## config.mk

```make
export PLATFORM = sky130hd
export DESIGN_NAME = ifid_hazard_buff_flat
export DESIGN_NICKNAME = d
export VERILOG_FILES = /design/src/rtl/cpu_pkg.sv /design/src/rtl/ifid_hazard_buff_if.sv /design/src/rtl/hazard_detect.sv /design/src/rtl/ifid_hazard_buff.sv /design/src/flat_wrapper.sv
export SDC_FILE = /design/constraint.sdc
export NUM_CORES = 1
export LEC_CHECK = 0
export CAP_MARGIN = 10
export CORE_MARGIN = 2
export CORE_UTILIZATION = 36
export DETAILED_ROUTE_END_ITERATION = 7
export GPL_TIMING_DRIVEN = 0
export PLACE_DENSITY = 0.76
export SYNTH_ARGS = -nofsm -noshare
export SYNTH_HDL_FRONTEND = slang
export SYNTH_SLANG_ARGS = --single-unit
```

## constraint.sdc

```tcl
create_clock -name clock -period 2.4 [get_ports clock]
set_clock_uncertainty 0.15 [all_clocks]
set_input_delay 0.48 -clock clock [delete_from_list [all_inputs] [get_ports clock]]
set_output_delay 0.48 -clock clock [all_outputs]
set_load 0.01 [all_outputs]
```

## src/rtl/cpu_pkg.sv

```systemverilog
// Shared decode constants and FSM state type for the IF/ID stage.
package cpu_pkg;

  localparam int unsigned REG_W = 6;

  // Register-field positions inside a 32-bit instruction word
  localparam int unsigned RS_HI = 21;
  localparam int unsigned RS_LO = 16;
  localparam int unsigned RT_HI = 15;
  localparam int unsigned RT_LO = 10;

  localparam logic [31:0] NOP_WORD = 32'h0000_0000;

  typedef enum logic [1:0] {
    RUN   = 2'd0,
    STALL = 2'd1,
    FLUSH = 2'd2
  } state_t;

endpackage

```

## src/rtl/ifid_hazard_buff_if.sv

```systemverilog
// Fetch-to-decode bus seen by the IF/ID buffer, plus its hazard-control sideband.
interface ifid_hazard_buff_if;
  import cpu_pkg::*;

  logic [31:0]      iPC;
  logic [31:0]      iInstr;
  logic             iValid;
  logic             iStall;
  logic             iBranchTaken;
  logic             iEXmemRead;
  logic [REG_W-1:0] iEXRd;
  logic [31:0]      oPC;
  logic [31:0]      oInstr;
  logic             oValid;
  logic             oPCWrite;
  logic             oBubble;
  logic [15:0]      oStallCount;

  modport master (
    output iPC, iInstr, iValid, iStall, iBranchTaken, iEXmemRead, iEXRd,
    input  oPC, oInstr, oValid, oPCWrite, oBubble, oStallCount
  );

  modport slave (
    input  iPC, iInstr, iValid, iStall, iBranchTaken, iEXmemRead, iEXRd,
    output oPC, oInstr, oValid, oPCWrite, oBubble, oStallCount
  );

endinterface

```

## src/rtl/hazard_detect.sv

```systemverilog
// Load-use compare between the instruction held in IF/ID and the load sitting in ID/EX.
module hazard_detect
  import cpu_pkg::*;
(
  input  logic [REG_W-1:0] rs_i,
  input  logic [REG_W-1:0] rt_i,
  input  logic             valid_i,
  input  logic             exMemRead_i,
  input  logic [REG_W-1:0] exRd_i,
  output logic             hazard_o
);

  // r0 is hard-wired, so a load targeting it can never create a dependency
  assign hazard_o = valid_i && exMemRead_i && (exRd_i != '0) &&
                    ((exRd_i == rs_i) || (exRd_i == rt_i));

endmodule

```

## src/rtl/ifid_hazard_buff.sv

```systemverilog
// IF/ID pipeline register with load-use stall insertion, branch squash and a stall counter.
module ifid_hazard_buff
  import cpu_pkg::*;
#(
  parameter int unsigned STALL_CYCLES = 1,
  parameter int unsigned FLUSH_CYCLES = 1,
  parameter logic [31:0] NOP          = NOP_WORD
) (
  input logic               clock,
  input logic               reset,
  ifid_hazard_buff_if.slave bus
);

  localparam logic [2:0] STALL_RELOAD = 3'(STALL_CYCLES - 1);
  localparam logic [2:0] FLUSH_RELOAD = 3'(FLUSH_CYCLES - 1);

  state_t      state_q;
  logic [2:0]  cnt_q;
  logic [31:0] pc_q;
  logic [31:0] instr_q;
  logic        valid_q;
  logic [15:0] stallCount_q;
  logic [15:0] stallCount_d;
  logic        hazardRaw;
  logic        hazard;
  logic        bubble;

  hazard_detect u_hazard_detect (
    .rs_i        (instr_q[RS_HI:RS_LO]),
    .rt_i        (instr_q[RT_HI:RT_LO]),
    .valid_i     (valid_q),
    .exMemRead_i (bus.iEXmemRead),
    .exRd_i      (bus.iEXRd),
    .hazard_o    (hazardRaw)
  );

  assign hazard = (state_q == RUN) && hazardRaw;

  // Reset gates the combinational controls so a reset landing mid-STALL cannot leak a bubble
  assign bubble       = !reset && !bus.iBranchTaken && (hazard || (state_q == STALL));
  assign bus.oPCWrite = reset || bus.iBranchTaken ||
                        !(bus.iStall || hazard || (state_q == STALL));
  assign bus.oBubble  = bubble;

  assign stallCount_d = (bubble && !bus.iStall && (stallCount_q != 16'hFFFF)) ?
                        stallCount_q + 16'd1 : stallCount_q;

  always_ff @(posedge clock) begin
    if (reset) begin
      state_q      <= RUN;
      cnt_q        <= '0;
      pc_q         <= '0;
      instr_q      <= NOP;
      valid_q      <= 1'b0;
      stallCount_q <= '0;
    end else begin
      stallCount_q <= stallCount_d;
      if (bus.iBranchTaken) begin
        instr_q <= NOP;
        valid_q <= 1'b0;
        if (FLUSH_CYCLES > 1) begin
          cnt_q   <= FLUSH_RELOAD;
          state_q <= FLUSH;
        end else begin
          state_q <= RUN;
        end
      end else if (!bus.iStall) begin
        unique case (state_q)
          RUN: begin
            if (hazard) begin
              if (STALL_CYCLES > 1) begin
                cnt_q   <= STALL_RELOAD;
                state_q <= STALL;
              end
            end else begin
              pc_q    <= bus.iPC;
              instr_q <= bus.iValid ? bus.iInstr : NOP;
              valid_q <= bus.iValid;
            end
          end
          STALL: begin
            if (cnt_q <= 3'd1) begin
              cnt_q   <= '0;
              state_q <= RUN;
            end else begin
              cnt_q <= cnt_q - 3'd1;
            end
          end
          FLUSH: begin
            instr_q <= NOP;
            valid_q <= 1'b0;
            if (cnt_q <= 3'd1) begin
              cnt_q   <= '0;
              state_q <= RUN;
            end else begin
              cnt_q <= cnt_q - 3'd1;
            end
          end
          default: state_q <= RUN;
        endcase
      end
    end
  end

  assign bus.oPC         = pc_q;
  assign bus.oInstr      = instr_q;
  assign bus.oValid      = valid_q;
  assign bus.oStallCount = stallCount_q;

endmodule

```

## src/flat_wrapper.sv

```systemverilog
// flat-port wrapper written by rule: the top's interface ports become plain ports
module ifid_hazard_buff_flat import cpu_pkg::*;
#(
  parameter int unsigned STALL_CYCLES = 1,
  parameter int unsigned FLUSH_CYCLES = 1,
  parameter logic [31:0] NOP          = NOP_WORD
)
  (clock, reset, bus_iPC, bus_iInstr, bus_iValid, bus_iStall, bus_iBranchTaken, bus_iEXmemRead, bus_iEXRd, bus_oPC, bus_oInstr, bus_oValid, bus_oPCWrite, bus_oBubble, bus_oStallCount);
  ifid_hazard_buff_if bus_i ();
  input logic clock;
  input logic reset;
  input wire logic [$bits(bus_i.iPC)-1:0] bus_iPC;
  input wire logic [$bits(bus_i.iInstr)-1:0] bus_iInstr;
  input wire logic [$bits(bus_i.iValid)-1:0] bus_iValid;
  input wire logic [$bits(bus_i.iStall)-1:0] bus_iStall;
  input wire logic [$bits(bus_i.iBranchTaken)-1:0] bus_iBranchTaken;
  input wire logic [$bits(bus_i.iEXmemRead)-1:0] bus_iEXmemRead;
  input wire logic [$bits(bus_i.iEXRd)-1:0] bus_iEXRd;
  output wire logic [$bits(bus_i.oPC)-1:0] bus_oPC;
  output wire logic [$bits(bus_i.oInstr)-1:0] bus_oInstr;
  output wire logic [$bits(bus_i.oValid)-1:0] bus_oValid;
  output wire logic [$bits(bus_i.oPCWrite)-1:0] bus_oPCWrite;
  output wire logic [$bits(bus_i.oBubble)-1:0] bus_oBubble;
  output wire logic [$bits(bus_i.oStallCount)-1:0] bus_oStallCount;
  assign bus_i.iPC = bus_iPC;
  assign bus_i.iInstr = bus_iInstr;
  assign bus_i.iValid = bus_iValid;
  assign bus_i.iStall = bus_iStall;
  assign bus_i.iBranchTaken = bus_iBranchTaken;
  assign bus_i.iEXmemRead = bus_iEXmemRead;
  assign bus_i.iEXRd = bus_iEXRd;
  assign bus_oPC = bus_i.oPC;
  assign bus_oInstr = bus_i.oInstr;
  assign bus_oValid = bus_i.oValid;
  assign bus_oPCWrite = bus_i.oPCWrite;
  assign bus_oBubble = bus_i.oBubble;
  assign bus_oStallCount = bus_i.oStallCount;
  ifid_hazard_buff #(.STALL_CYCLES(STALL_CYCLES), .FLUSH_CYCLES(FLUSH_CYCLES), .NOP(NOP)) u_core (.clock(clock), .reset(reset), .bus(bus_i));
endmodule
```

==> impl_results.md, run 1 <==
* Hold Crit Start: u_core.bus.oInstr[31]$_SDFFE_PP0P_
* IO Pins at ~160
* Post-Synthesis Cells at 300
* Width of the chip at around 98 um
* Post-synth top flop: dfxtp_1
* Peak supply drop at about 0.3 mV
* FP Rows at 34
* I/O Buffers at ~160
* Crit Path Max Fanout at 3
* RR Startpoint: u_core.bus.oInstr[18]$_SDFFE_PP0P_
* Largest net degree at the start of global routing at 14
* CTS Sinks at 81
* GRT Total Usage at between 15 and 20%
* Pre-CTS setup slack at -1.16 ns
* Drt total wl at just under 10000 um
* Initial drt markers at between 70 and 80
* Pre-antenna DRT Iters at 4
* Startpoint types: input port
* RSZ-0062 raised after global routing: true
* Hold Path End: u_core.bus.oInstr[31]$_SDFFE_PP0P_
* Setup CP Type: input port to primary output
* Layout cells sized above 1 at 16.8%
* Synth area leaders: dfxtp_1 (51%), mux2i_1 (10%), a22o_1 (8.9%)
* Worst-path clk slew at around 0.08 ns
* Detail Route Antenna Nets at 0
* Reg2Reg Capture Point: u_core.bus.oPC[14]$_SDFFE_PP0P_
* Synthesized area at approximately 3200 um^2
* Commonest non-fill, non-tap cell in the layout: clkdlybuf4s50_1
* Slew Viols, Final at 0
* Final Hold Vio Count at 0
* Nets at between 500 and 600
* Hold_ws at between 0.3 and 0.4 ns
* First-pass GRT wire length at ~15000 um
* Failing checks: negative setup slack
* Final setup fails at 3
* Core area at approximately 8600 um^2
* Reg2Reg Setup Slack at ~0.07 ns
* CTS max path bufs at 2
* Die area at ~9500 um^2
* Post-synthesis sequential area ratio at between 50 and 60%
* Number of remaining DRC errors at 0
* Fmax at ~0.39 GHz
* Period utilization at 108%
* FF-to-FF path depth at 11
* HP Class: flop to flop
* Max-slew headroom at between 60% and 70%
* Total CTS buffers at 9
* H-tree levels at 3
* Fillers at 700
* Reg area at 1640 um^2
* CTS tree: built
* Global route total overflow at 0
* Avg Synthesized Cell Area at between 10 and 15 um^2
* DR vias/cell at 4.93
* Outcome: complete, but fails checks
* YS warnings at 0
* Most frequent cells in the layout: clkdlybuf4s50_1 (149), dfxtp_1 (75), nor2_1 (46)
* CTS root buf: clkbuf_8
* Worst slew pin tran at ~0.55 ns
* Nature of the critical path endpoint: primary output
* Setup TNS at -0.262 ns
* Number of synthesized flops with an enable pin at 0
* Dpl hpwl at a little under 7000 um
* Number of synthesized register bits at 81
* Synth area leader: dfxtp_1
* Hold Crit Depth at 1
* Syn_nets at between 300 and 400
* Leakage at approximately 2.1 nW
* Starting density of the core at between 30% and 40%
* Area growth syn-to-layout at 74.2%
* Fin crit period at 2.58 ns
* Ys async rst share at 0%
* Top-area cell type share of the netlist area at about half
* Yosys cell types at 41
* Wire length per cell at ~16 um
* Max-cap violations at 0
* Setup ws final at -0.181 ns
* Area taken by multi-input logic gates at around 1500 um^2
* Initial antenna violation count at 0
* Vias in the first global route at roughly 3000
* Clk_lat worst skew at around 0.35 ns
* GP Congestion at 0.778
* Crit path DAT at ~2 ns
* Routed via count at approximately 3000
* Data required time of the critical path at roughly 1.8 ns
* N_diodes at 0
* Pwr Density at between 500 and 600 nW/um^2
* Die H at 97.7 um
## cell usage after synthesis (2+ instances only)
library cell   n
nor2_1        49
nand3_1        6
or4_1          2
or3_1          3
mux2_2         2
xnor2_1       18
nand2_1        9
o21ai_0        3
a22o_1        32
buf_8          3
nor3_1         3
clkbuf_1      10
dfxtp_1       81
buf_2          3
a21oi_1        4
nor2b_1        4
and3_1         3
mux2i_1       33
nor4_1         3
nand4_1        8
## metrics by stage
| step | power, mW | utilization (%) | area (um^2) | cells |
|---|---|---|---|---|
| global route | 3.12 | 63.8 | 5510 | 601 |
| detailed placement | 1.80 | 56.6 | 4890 | 566 |
| finish | 3.02 | 63.8 | 5510 | 601 |
| global placement | 1.79 | 56.6 | 4890 | 566 |
| CTS | 3.01 | 61.1 | 5280 | 591 |
| floorplan | 1.56 | - | 3170 | 300 |
## power by group
group	switching, mW	leakage (nW)	internal [mW]
Combinational	0.149	1.27	0.261
Clock	0.494	0.122	0.714
Sequential	0.0221	0.662	1.38
Total	0.665	2.06	2.35
## worst max path at each step
stage,startpoint,to,slack (ns),cells after the start
2_1_floorplan,bus_iEXRd[0],u_core.bus.oPC[10]$_SDFFE_PP0P_,-0.04,6
4_1_cts,bus_iEXRd[1],bus_oPCWrite,-0.21,8
3_5_place_dp,bus_iEXRd[0],bus_oPCWrite,-1.16,8
3_3_place_gp,bus_iEXRd[0],bus_oPCWrite,-1.13,8
6_report,bus_iEXRd[2],bus_oPCWrite,-0.18,8
5_1_grt,bus_iEXRd[2],bus_oPCWrite,-0.21,8
## cell families (layout without fill, tap and decap cells)
logic type	Yosys count	after routing	share of synthesized area [%]
xor gates and xnor gates	19	19	5.26
DFF	81	81	51.3
buffers and inverters	17	210	3.21
and+or+nand+nor	99	99	15.2
muxes	36	36	11.5
AOI/OAI and AO/OA	47	47	13.1
adders and majority gates	1	1	0.396
## area by class of cell
cell class	count	area share, %
Timing Repair Buffer	179	32.8
Clock buffer	10	2.50
Buffer	15	2.43
Tap cell	108	2.45
Clock inverter	5	1.89
Inverter	1	0.159
Multi-Input combinational cell	202	28.0
Sequential cell	81	29.7
## layer usage
metal  global-route usage (%)  wire (um)  part of all wire [%]
met3                     3.67        432                   4.5
met1                     24.1       4150                    43
met5                        0          0                     0
met4                     9.62        225                   2.3
met2                     31.7       4800                    50
## critical path, cell delays in order
cell      delay [ns]
buf_8           0.10
or4_4           0.53
o311a_4         0.35
a21oi_4         0.18
nor2_4          0.06
buf_8           0.12
clkinv_4        0.03
buf_6           0.08
## repair_timing
| action | 4_1_cts | 5_1_grt |
|---|---|---|
| pin swaps | 10 | 12 |
| hold buffers | 0 | 0 |
| endpoints found under the setup margin | 82 | 78 |
| setup buffers | 11 | 7 |
| cloned | 0 | 3 |
| resized for setup | 50 | 29 |
## state kept, by name, indices dropped and copies added (netlist names)
name                    cells
u_core.bus.oInstr          32
u_core.bus.oPC             32
u_core.bus.oValid           1
u_core.bus.oStallCount     16
Note: power is estimated with default switching activity, not from simulation.
==> inputs of run 2 (changes only) <==
CORE_ASPECT_RATIO = 0.8   (was not set)
SLEW_MARGIN = 10   (was not set)
==> impl_results.md, run 2 (synthesis results as in run 1) <==
* Outcome: complete, but fails checks
* Failing checks: negative setup slack
* Vias in the first global route at between 2000 and 3000
* Wire length per cell at 15.0 um
* Area taken by multi-input logic gates at around 1500 um^2
* Max-slew headroom at roughly two thirds
* Pre-CTS setup slack at -1.13 ns
* CTS root buf: clkbuf_8
* Area growth syn-to-layout at 71.7%
* Nets at roughly 570
* Number of remaining DRC errors at 0
* Largest net degree at the start of global routing at 13
* FP Rows at 30
* Crit Path Max Fanout at 3
* RSZ-0062 raised after global routing: true
* GP Congestion at between 0.8 and 0.9
* Setup ws final at -0.0867 ns
* Data required time of the critical path at ~1.8 ns
* Width of the chip at 109 um
* Total CTS buffers at 9
* Crit-path leading delay family: simple AND/OR/NAND/NOR gates
* Nature of the critical path endpoint: primary output
* WP buf/inv at 3
* Drt total wl at 9130 um
* Reg area at ~1600 um^2
* Period utilization at 104%
* Slowest stage cell, crit path: or4_4
* H-tree levels at 3
* Area of placed instances at about 4900 um^2
* HP Class: flop to flop
* Clk_lat worst skew at around 0.35 ns
* Peak supply drop at approximately 0.45 mV
* Total power at roughly 2.6 mW
* Startpoint types: input port
* Slew Viols, Final at 0
* Final setup fails at 27
* Initial antenna violation count at 0
* Dpl hpwl at approximately 6500 um
* Most frequent cells in the layout: clkdlybuf4s50_1 (149), dfxtp_1 (76), nor2_1 (46)
* IO Pins at around 160
* Detail Route Antenna Nets at 0
* Pwr Density at between 400 and 500 nW/um^2
* Starting density of the core at a little under two fifths
* Cell area after layout at about 5400 um^2
* Crit path DAT at between 1.5 and 2 ns
* GRT Total Usage at a little under a fifth
* Hold-fix buffers, CTS at 0
* Initial drt markers at 74
* CTS tree: built
* Die H at ~88 um
* Routed via count at ~3000
* Leakage at 2.03 nW
* Max-cap violations at 0
* Fin crit period at 2.49 ns
* CTS Sinks at 81
* Global route total overflow at 0
* Pre-antenna DRT Iters at 4
* Core area at about 8500 um^2
* Utilization after layout at between 60% and 70%
* N_diodes at 0
* Worst-path clk slew at 0.07 ns
* Crit-path cells: buf_8 > or4_4 > o311a_4 > a21oi_4 > nor2_4 > inv_2 > buf_6
* Setup CP Type: input port to primary output
* Max incr delay on CP at 0.52 ns
* DR vias/cell at between 4 and 5
* Final Hold Vio Count at 0
* First-pass GRT wire length at between 10000 and 15000 um
* Fillers at between 600 and 700
* Layout cells sized above 1 at between 10% and 20%
* Die area at about 9600 um^2
* I/O Buffers at approximately 160
* Commonest non-fill, non-tap cell in the layout: clkdlybuf4s50_1
* CTS max path bufs at 2
* Worst slew pin tran at approximately 0.5 ns
* Fmax at 0.402 GHz
[run 2: worst paths after layout]
check / from / end / slack (ns) / depth (start not counted)
max: bus_iEXRd[1] / bus_oPCWrite / -0.09 / 7
min: u_core.bus.oInstr[29]$_SDFFE_PP0P_ / u_core.bus.oInstr[29]$_SDFFE_PP0P_ / 0.33 / 1
max reg2reg: u_core.bus.oInstr[17]$_SDFFE_PP0P_ / u_core.bus.oInstr[21]$_SDFFE_PP0P_ / 0.11 / 9
min reg2reg: u_core.bus.oInstr[29]$_SDFFE_PP0P_ / u_core.bus.oInstr[29]$_SDFFE_PP0P_ / 0.33 / 1
[run 2: stage by stage]
| step | std cells | setup TNS [ns] | hold slack [ns] |
|---|---|---|---|
| after global placement | 570 | -52.36 | 0.309 |
| after CTS | 599 | -1.42 | 0.336 |
| final | 609 | -0.677 | 0.330 |
| after detailed placement | 570 | -53.97 | 0.316 |
| after global routing | 609 | -2.12 | 0.350 |
| after floorplan | 300 | -1.28 | 0.363 |
[run 2: area by class of cell]
class | instances | area share, %
Buffer | 15 | 2.21
Clock buffer | 13 | 2.56
Clock inverter | 3 | 0.323
Inverter | 1 | 0.0691
Multi-Input combinational cell | 202 | 28.4
Sequential cell | 81 | 30.0
Tap cell | 112 | 2.58
Timing Repair Buffer | 182 | 33.8
[run 2: power breakdown]
part	internal (mW)	switching, mW
clock	0.374	0.467
combinational	0.258	0.145
sequential	1.38	0.0214
total	2.01	0.633
[run 2: what timing repair did]
action,in CTS,in global routing
pin swaps,10,13
setup buffers,13,8
setup endpoints to repair,79,73
gates resized for setup,43,34
gates cloned,0,3
[run 2: metal layers]
metal / share of wire (%) / vias up / track usage, %
met5: 0 / - / 0
met4: 1.5 / 0 / 7.11
met3: 7.8 / 10 / 7.81
met2: 47 / 89 / 30.5
met1: 43 / 1384 / 22.9
li1: - / 1456 / -
